[src/rtl/vc_pkg.sv]
`default_nettype none
// ============================================================================
// Module      : vc_pkg
// Description : Shared types and constants for the 4-entry victim cache
//               controller and its way-select helper.
// Revision    : 1.0 - initial release
// ============================================================================
package vc_pkg;

  // Number of victim entries; tied to the 2-bit way encoding below.
  localparam int VC_WAYS = 4;

  // Victim entry index.
  typedef logic [1:0] vc_way_t;

  // Controller sequencing states.
  typedef enum logic [2:0] {
    ST_IDLE      = 3'd0,
    ST_LOOKUP    = 3'd1,
    ST_WRITEBACK = 3'd2,
    ST_FETCH     = 3'd3,
    ST_SWAP      = 3'd4,
    ST_FILL      = 3'd5,
    ST_DONE      = 3'd6
  } vc_state_t;

endpackage
`default_nettype wire

[src/rtl/vc_way_select.sv]
`default_nettype none
// ============================================================================
// Module      : vc_way_select
// Description : Combinational victim-entry resolution. Produces the qualified
//               hit flag, the lowest-index hit entry and the replacement entry
//               (lowest invalid entry, else the LRU entry).
// Revision    : 1.0 - initial release
// ============================================================================
module vc_way_select
  import vc_pkg::*;
(
  input  logic [VC_WAYS-1:0] tag_hit,
  input  logic [VC_WAYS-1:0] entry_valid,
  input  vc_way_t            lru_way,
  output logic               hit,
  output vc_way_t            hit_way,
  output vc_way_t            repl_way
);

  logic [VC_WAYS-1:0] qual_hit;

  // Scan from the top down so the lowest matching index is the last one written.
  always_comb begin
    qual_hit = tag_hit & entry_valid;
    hit      = |qual_hit;
    hit_way  = '0;
    repl_way = lru_way;
    for (int i = VC_WAYS - 1; i >= 0; i--) begin
      if (qual_hit[i]) begin
        hit_way = vc_way_t'(i);
      end
      if (!entry_valid[i]) begin
        repl_way = vc_way_t'(i);
      end
    end
  end

endmodule
`default_nettype wire

[src/rtl/victim_cache_control.sv]
`default_nettype none
// ============================================================================
// Module      : victim_cache_control
// Description : Sequencing controller for the 4-entry fully-associative
//               victim cache: hit swap, miss fill, dirty writeback to L2 and
//               LRU update strobes. All outputs are decoded from registers.
// Revision    : 1.0 - initial release
// ============================================================================
module victim_cache_control
  import vc_pkg::*;
#(
  parameter int WAYS = VC_WAYS
) (
  input  logic            clk,
  input  logic            rst_n,
  input  logic            l1_req,
  input  logic            l1_victim_valid,
  input  logic [WAYS-1:0] tag_hit,
  input  logic [WAYS-1:0] entry_valid,
  input  logic [WAYS-1:0] entry_dirty,
  input  logic [1:0]      lru_way,
  input  logic            l2_resp,
  output logic            l1_resp,
  output logic            vc_hit,
  output logic [1:0]      sel_way,
  output logic            load_entry,
  output logic            inval_entry,
  output logic            l2_read,
  output logic            l2_write,
  output logic            lru_load,
  output logic [1:0]      lru_used_way
);

  vc_state_t state_q, state_d;
  vc_way_t   sel_way_q, sel_way_d;
  logic      hit_q, hit_d;
  // Victim presence is captured at lookup so SWAP/FILL strobes stay Moore.
  logic      victim_q, victim_d;

  logic      ws_hit;
  vc_way_t   ws_hit_way;
  vc_way_t   ws_repl_way;

  vc_way_select u_way_select (
    .tag_hit     (tag_hit),
    .entry_valid (entry_valid),
    .lru_way     (lru_way),
    .hit         (ws_hit),
    .hit_way     (ws_hit_way),
    .repl_way    (ws_repl_way)
  );

  // State and per-transaction registers; reset abandons any in-flight access.
  always_ff @(posedge clk or negedge rst_n) begin
    if (!rst_n) begin
      state_q   <= ST_IDLE;
      sel_way_q <= '0;
      hit_q     <= 1'b0;
      victim_q  <= 1'b0;
    end else begin
      state_q   <= state_d;
      sel_way_q <= sel_way_d;
      hit_q     <= hit_d;
      victim_q  <= victim_d;
    end
  end

  // Next-state logic; way/hit/victim are captured in LOOKUP and cleared on return to IDLE.
  always_comb begin
    state_d   = state_q;
    sel_way_d = sel_way_q;
    hit_d     = hit_q;
    victim_d  = victim_q;
    unique case (state_q)
      ST_IDLE: begin
        if (l1_req) begin
          state_d = ST_LOOKUP;
        end
      end
      ST_LOOKUP: begin
        victim_d = l1_victim_valid;
        if (ws_hit) begin
          sel_way_d = ws_hit_way;
          hit_d     = 1'b1;
          state_d   = ST_SWAP;
        end else begin
          sel_way_d = ws_repl_way;
          hit_d     = 1'b0;
          // Only a valid, dirty entry displaced by an incoming victim needs writeback.
          if (l1_victim_valid && entry_valid[ws_repl_way] && entry_dirty[ws_repl_way]) begin
            state_d = ST_WRITEBACK;
          end else begin
            state_d = ST_FETCH;
          end
        end
      end
      ST_WRITEBACK: begin
        if (l2_resp) begin
          state_d = ST_FETCH;
        end
      end
      ST_FETCH: begin
        if (l2_resp) begin
          state_d = ST_FILL;
        end
      end
      ST_SWAP: begin
        state_d = ST_DONE;
      end
      ST_FILL: begin
        state_d = ST_DONE;
      end
      ST_DONE: begin
        state_d   = ST_IDLE;
        sel_way_d = '0;
        hit_d     = 1'b0;
        victim_d  = 1'b0;
      end
      default: begin
        state_d = ST_IDLE;
      end
    endcase
  end

  // Moore output decode from state and captured registers only.
  always_comb begin
    l1_resp      = (state_q == ST_DONE);
    vc_hit       = (state_q == ST_DONE) && hit_q;
    sel_way      = sel_way_q;
    lru_used_way = sel_way_q;
    l2_write     = (state_q == ST_WRITEBACK);
    l2_read      = (state_q == ST_FETCH);
    load_entry   = ((state_q == ST_SWAP) || (state_q == ST_FILL)) && victim_q;
    inval_entry  = (state_q == ST_SWAP) && !victim_q;
    lru_load     = (state_q == ST_SWAP) || ((state_q == ST_FILL) && victim_q);
  end

endmodule
`default_nettype wire

[config.mk]
export PLATFORM = sky130hd
export DESIGN_NAME = victim_cache_control
export DESIGN_NICKNAME = d
export VERILOG_FILES = /design/src/rtl/vc_pkg.sv /design/src/rtl/vc_way_select.sv /design/src/rtl/victim_cache_control.sv
export SDC_FILE = /design/constraint.sdc
export NUM_CORES = 1
export LEC_CHECK = 0
export BUFFER_PORTS_ARGS = -buffer_cell sky130_fd_sc_hd__buf_2
export CAP_MARGIN = 5
export CORE_UTILIZATION = 40
export DETAILED_ROUTE_END_ITERATION = 12
export PLACE_DENSITY = 0.72
export SLEW_MARGIN = 20
export SYNTH_ARGS = -nofsm -noshare
export SYNTH_HDL_FRONTEND = slang
export SYNTH_SLANG_ARGS = --single-unit
[constraint.sdc]
create_clock -name clk -period 1.6 [get_ports clk]
set_clock_uncertainty 0.05 [all_clocks]
set_input_delay 0.4 -clock clk [delete_from_list [all_inputs] [get_ports clk]]
set_output_delay 0.4 -clock clk [all_outputs]
set_load 0.02 [all_outputs]
### After elaboration in Yosys (flattened, before gate mapping)

Cells that the tools add are included.

| cells by class | value |
|---|---|
| magnitude comparators | 1 |
| eq/ne operators | 9 |
| muxes and demuxes | 23 |
| bitwise logic cells | 1 |
| reductions and logical operators | 14 |

Operators with widths:

| kind | number |
|---|---|
| two-way mux 2 bit | 9 |
| one-hot mux 3 bit (5 select lines) | 1 |
| two-way mux 3 bit | 4 |
| equality test 3 bit, second input constant | 3 |
| equality test 3 x 2 -> 1 bit, second input constant | 2 |
| logical AND 1 bit | 6 |
| inequality test 2 bit, second input constant | 3 |
| bitwise AND 4 bit | 1 |
| binary-select mux 1 bit (select 2 bit) | 2 |
| two-way mux 1 bit | 4 |
| one-hot mux 1 bit (2 select lines) | 2 |
| one-hot mux 2 bit (2 select lines) | 1 |
| OR reduction 4 bit | 1 |
| equality test 3 x 1 -> 1 bit, second input constant | 1 |
| zero test 3 bit | 1 |
| less-than comparator 2 x 3 -> 1 bit, second input constant | 1 |
| AND reduction 3 bit | 1 |
| logical OR 1 bit | 2 |
| nonzero test 2 bit | 1 |
| OR reduction 2 bit | 1 |
| zero test 1 bit | 1 |

| word-level totals | value |
|---|---|
| register bits | 7 |
| input port bits | 19 |

### Logic depth before layout (Yosys ltp)

| depth | value |
|---|---|
| depth after elaboration | 11 |
| mapped depth | 5 |
| gate-level depth less buffers | 4 |

### Hierarchy

Synthesis repeated with hierarchy kept, for this count alone.

| unflattened totals | value |
|---|---|
| cell total of the unflattened synthesis | 69 |
| area total of the unflattened synthesis | 555.5 µm² |

Modules (own cells, without submodules):

| module | times used | cells an instance | area an instance (µm²) | seq. area each (µm²) |
|---|---|---|---|---|
| victim_cache_control | 1 | 57 | 483.0 | 175.2 |
| vc_way_select | 1 | 12 | 72.6 | 0.0 |

### Worst setup path after synthesis

Ideal clock, no wire load.

| timing path | value |
|---|---|
| path type | register to output |
| start | reg state_q[1] |
| end | out l2_write |
| arrival time | 1,183 ps |
| data required time | 1,150 ps |
| slack | -33 ps |
| cell stages (with the launch flop) | 3 |
| buffers on the path | 1 |
| path through | dfrtp_1 > clkbuf_1 > nor3b_1 |

| between the ends | value |
|---|---|
| cells in the longest elaborated chain, start to end | 1 |

Ends and longest elaborated chain:

| item | line | source |
|---|---|---|
| start, declared | victim_cache_control.sv:34 | `vc_state_t state_q, state_d;` |
| start signal, assigned | victim_cache_control.sv:61 | `state_q <= state_d;` |
| equality test 3 x 2 -> 1 bit | victim_cache_control.sv:131 | `l2_write = (state_q == ST_WRITEBACK);` |
| end, declared | victim_cache_control.sv:29 | `output logic l2_write,` |

Every way passes these cells.

### Final worst setup path

| timing path | value |
|---|---|
| start | reg state_q[2] |
| end | out vc_hit |

| between the ends | value |
|---|---|
| cells in the longest elaborated chain, start to end | 2 |

Ends and longest elaborated chain:

| item | line | source |
|---|---|---|
| equality test 3 bit | victim_cache_control.sv:128 | `vc_hit = (state_q == ST_DONE) && hit_q;` |
| logical AND 1 bit | victim_cache_control.sv:128 |  |
| end, declared | victim_cache_control.sv:24 | `output logic vc_hit,` |

Every way passes these cells.

==> impl_metrics.py <==
metrics = {
    "outcome": {
        "outcome": "finished, violations left",
        "violations": "setup timing",
    },
    "finish": {
        "multi_input_area_um2": 382,
        "drive_above_1_share": 0.505,
        "syn_to_final_growth_pct": 50.4,
        "regArea_um2": 178,
        "layout.cells.non_filler": 118,
        "fillCellCount": 122,
        "layout.nets": 123,
        "antennaDiodeCount": 0,
        "final_util": 0.648,
        "fin_area_um2": 843,
    },
    "global_routing": {
        "overflow": 0,
        "grt_pass1_vias": 543,
        "antenna_found_initial": 0,
        "grt_pass1_wl_um": 2280,
        "grt_max_degree": 11,
        "grt_util_all_layers": 0.224,
    },
    "setup_path": {
        "ff2ff_setup_slack_ns": 0.07,
        "crit_fanout": 7,
        "worst_r2r_path_depth": 5,
        "path_class": "reg -> out",
        "arrival_ns": 1.22,
        "r2r_end": "hit_q$_DFFE_PN0P_",
        "r2r-start": "state_q[1]$_DFFE_PN0P_",
        "crit_required_ns": 1.15,
        "critPathCaptureType": "primary output",
        "startpoint_type": "register",
    },
    "synth": {
        "ys_warn_count": 0,
        "syn-num-nets": 87,
        "synth_cell_type_count": 33,
        "syn_area_um2": 561,
        "syn_inst": 68,
        "synth_top_area_cell": "dfrtp_1",
        "synthTopCellsByArea": "dfrtp_1 (31%), nand2_1 (6.0%), nor2b_1 (4.5%)",
        "synth_edf_count": 0,
        "synth.yosys.seq_area_share": 0.313,
        "syn_avg_cell_area_um2": 8.24,
        "synth_ff_type": "dfrtp_1",
        "ys_async_sr_fraction": 1.00,
        "synth_top_area_frac": 0.313,
        "synth-seq-cells": 7,
    },
    "clock_tree": {
        "cts_root_buf": "clkbuf_4",
        "clkLatencyLatePin_ns": 0.26,
        "clock_sinks": 7,
        "clock_path_buffers": 2,
        "clk_pin_slew_ns": 0.05,
        "numCtsBuffers": 3,
        "htree_levels": 1,
        "cts_tree": "built",
    },
    "min_path": {
        "hold_end": "state_q[2]$_DFFE_PN0P_",
        "hp-start": "l2_resp",
        "worst_hold_path_type": "in -> reg",
        "hold_depth": 3,
    },
    "run": {
        "maxCapViolations": 0,
    },
    "detailed_routing": {
        "antenna_left": 0,
        "dr.pass1.iters": 4,
        "wl_um": 1540,
        "drtIter0Drc": 26,
        "vias": 634,
        "wire_per_inst_um": 13.1,
        "drc": 0,
        "drt-vias-per-instance": 5.37,
    },
    "power_and_ir_drop": {
        "p_per_area_nw_per_um2": 1680,
        "ir_drop_mv": 1.03,
        "intPower_mw": 0.813,
        "p_sw_mw": 0.604,
        "p_seq_frac": 0.261,
        "switching_share": 0.426,
        "clkPwrFrac": 0.117,
        "power_leakage_nw": 0.421,
        "combPwrFrac": 0.622,
    },
    "die": {
        "die_area_um2": 1560,
        "fp.dieW_um": 39.4,
        "io_pins": 30,
        "core_um2": 1300,
        "initial_utilization": 0.431,
        "rows": 13,
        "die_h_um": 39.4,
    },
    "place": {
        "dp.cells": 109,
        "dp_hpwl_um": 1040,
        "port_buffers": 29,
        "gp_congestion": 0.806,
        "postPlaceCellArea_um2": 722,
    },
    "timing": {
        "fmax_mhz": 599,
        "drv_slew": 0,
        "hold_violations": 0,
        "rsz0062_at_grt": "yes",
        "finalCriticalPeriod_ns": 1.67,
        "finalCritPeriodShare": 1.04,
        "worst_pin_slew_ns": 0.263,
        "setup_viol": 6,
        "fin_ws_ns": -0.0703,
        "relSlewSlack": 0.825,
    },
}
## through the flow
step	TNS, ns	hold slack (ns)	total power [mW]	setup WS (ns)
finish	-0.210	0.349	1.42	-0.0703
global placement	0	0.194	1.04	0.117
floorplan	-0.00530	0.0544	0.861	-0.00530
detailed placement	0	0.197	1.04	0.113
global route	-0.499	0.369	1.52	-0.106
CTS	-0.130	0.347	1.33	-0.0378
## area by class of cell
class	count	share of cell area
timing repair buffer	36	0.270
clock buffer	4	0.0312
sequential	7	0.211
inverter	3	0.0134
multi-input combinational	53	0.453
tap	15	0.0223
## registers in the layout (all words and copies together), names as in the netlist
| name | cells |
|---|---|
| state_q | 3 |
| lru_used_way | 2 |
| hit_q | 1 |
| victim_q | 1 |
## worst max-delay path by stage
| stage | start | endpoint | slack [ns] |
|---|---|---|---|
| finish | state_q[2]$_DFFE_PN0P_ | vc_hit | -0.07 |
| global route | state_q[2]$_DFFE_PN0P_ | vc_hit | -0.11 |
| CTS | state_q[0]$_DFFE_PN0P_ | l2_read | -0.04 |
| detailed placement | state_q[2]$_DFFE_PN0P_ | vc_hit | 0.11 |
| global placement | state_q[2]$_DFFE_PN0P_ | vc_hit | 0.12 |
| floorplan | state_q[0]$_DFFE_PN0P_ | lru_load | -0.005 |
## cells by family (layout without fill, tap and decap cells)
| kind of cell | Yosys count | after routing | share of synthesized area |
|---|---|---|---|
| buf+inv | 8 | 43 | 0.0692 |
| compound gates | 20 | 20 | 0.259 |
| flops | 7 | 7 | 0.313 |
| simple gates | 31 | 31 | 0.321 |
| mux | 2 | 2 | 0.0379 |
## layout by cell type (no fill, tap or decap), types with 2 or more instances in the layout
cell type and n:
buf_2 24, o21ai_0 4, nor3b_2 2, nand3_1 4, o22ai_1 2, nor2b_4 2
dfrtp_2 2, and2_1 2, buf_6 4, a21oi_1 4, inv_1 3, o31a_1 2
dfrtp_1 5, clkbuf_4 3, nand2_1 9, buf_4 7
## worst max-delay path, cell delays in order, from the launching register on
cell     delay [ns]
dfrtp_2        0.46
nor2b_2        0.18
and3_1         0.17
buf_2          0.15
## layer usage
| metal | vias to the layer above | track usage | wire [um] |
|---|---|---|---|
| li1 | 315 | - | - |
| met1 | 292 | 0.245 | 614 |
| met2 | 21 | 0.365 | 821 |
| met3 | 6 | 0.0852 | 76 |
| met4 | 0 | 0.121 | 31 |
| met5 | - | 0 | 0 |
## Yosys cell counts (all sizes together) (2+ instances only)
cell type,instances
nand2,9
dfrtp,7
a21oi,5
nand3,5
o21ai,5
nor2b,4
and2,3
buf,3
inv,3
clkbuf,2
nor3b,2
o22ai,2
o31a,2
## what timing repair did
item                                   in CTS  in global routing
hold buffers                                1                  0
buffers inserted                            3                  1
endpoints found under the hold margin       7                  0
setup endpoints to repair                   7                  7
gates cloned                                0                  0
resized for setup                          10                  7
pin swaps                                   1                  1
## power groups by stage
stage | sequential, mW | combinational, mW | clock [mW]
2_1_floorplan | 0.337 | 0.525 | 0
3_3_place_gp | 0.364 | 0.672 | 0
3_5_place_dp | 0.367 | 0.677 | 0
4_1_cts | 0.351 | 0.811 | 0.169
5_1_grt | 0.383 | 0.958 | 0.180
6_report | 0.369 | 0.882 | 0.165
Power figures use the tool's default switching activity.
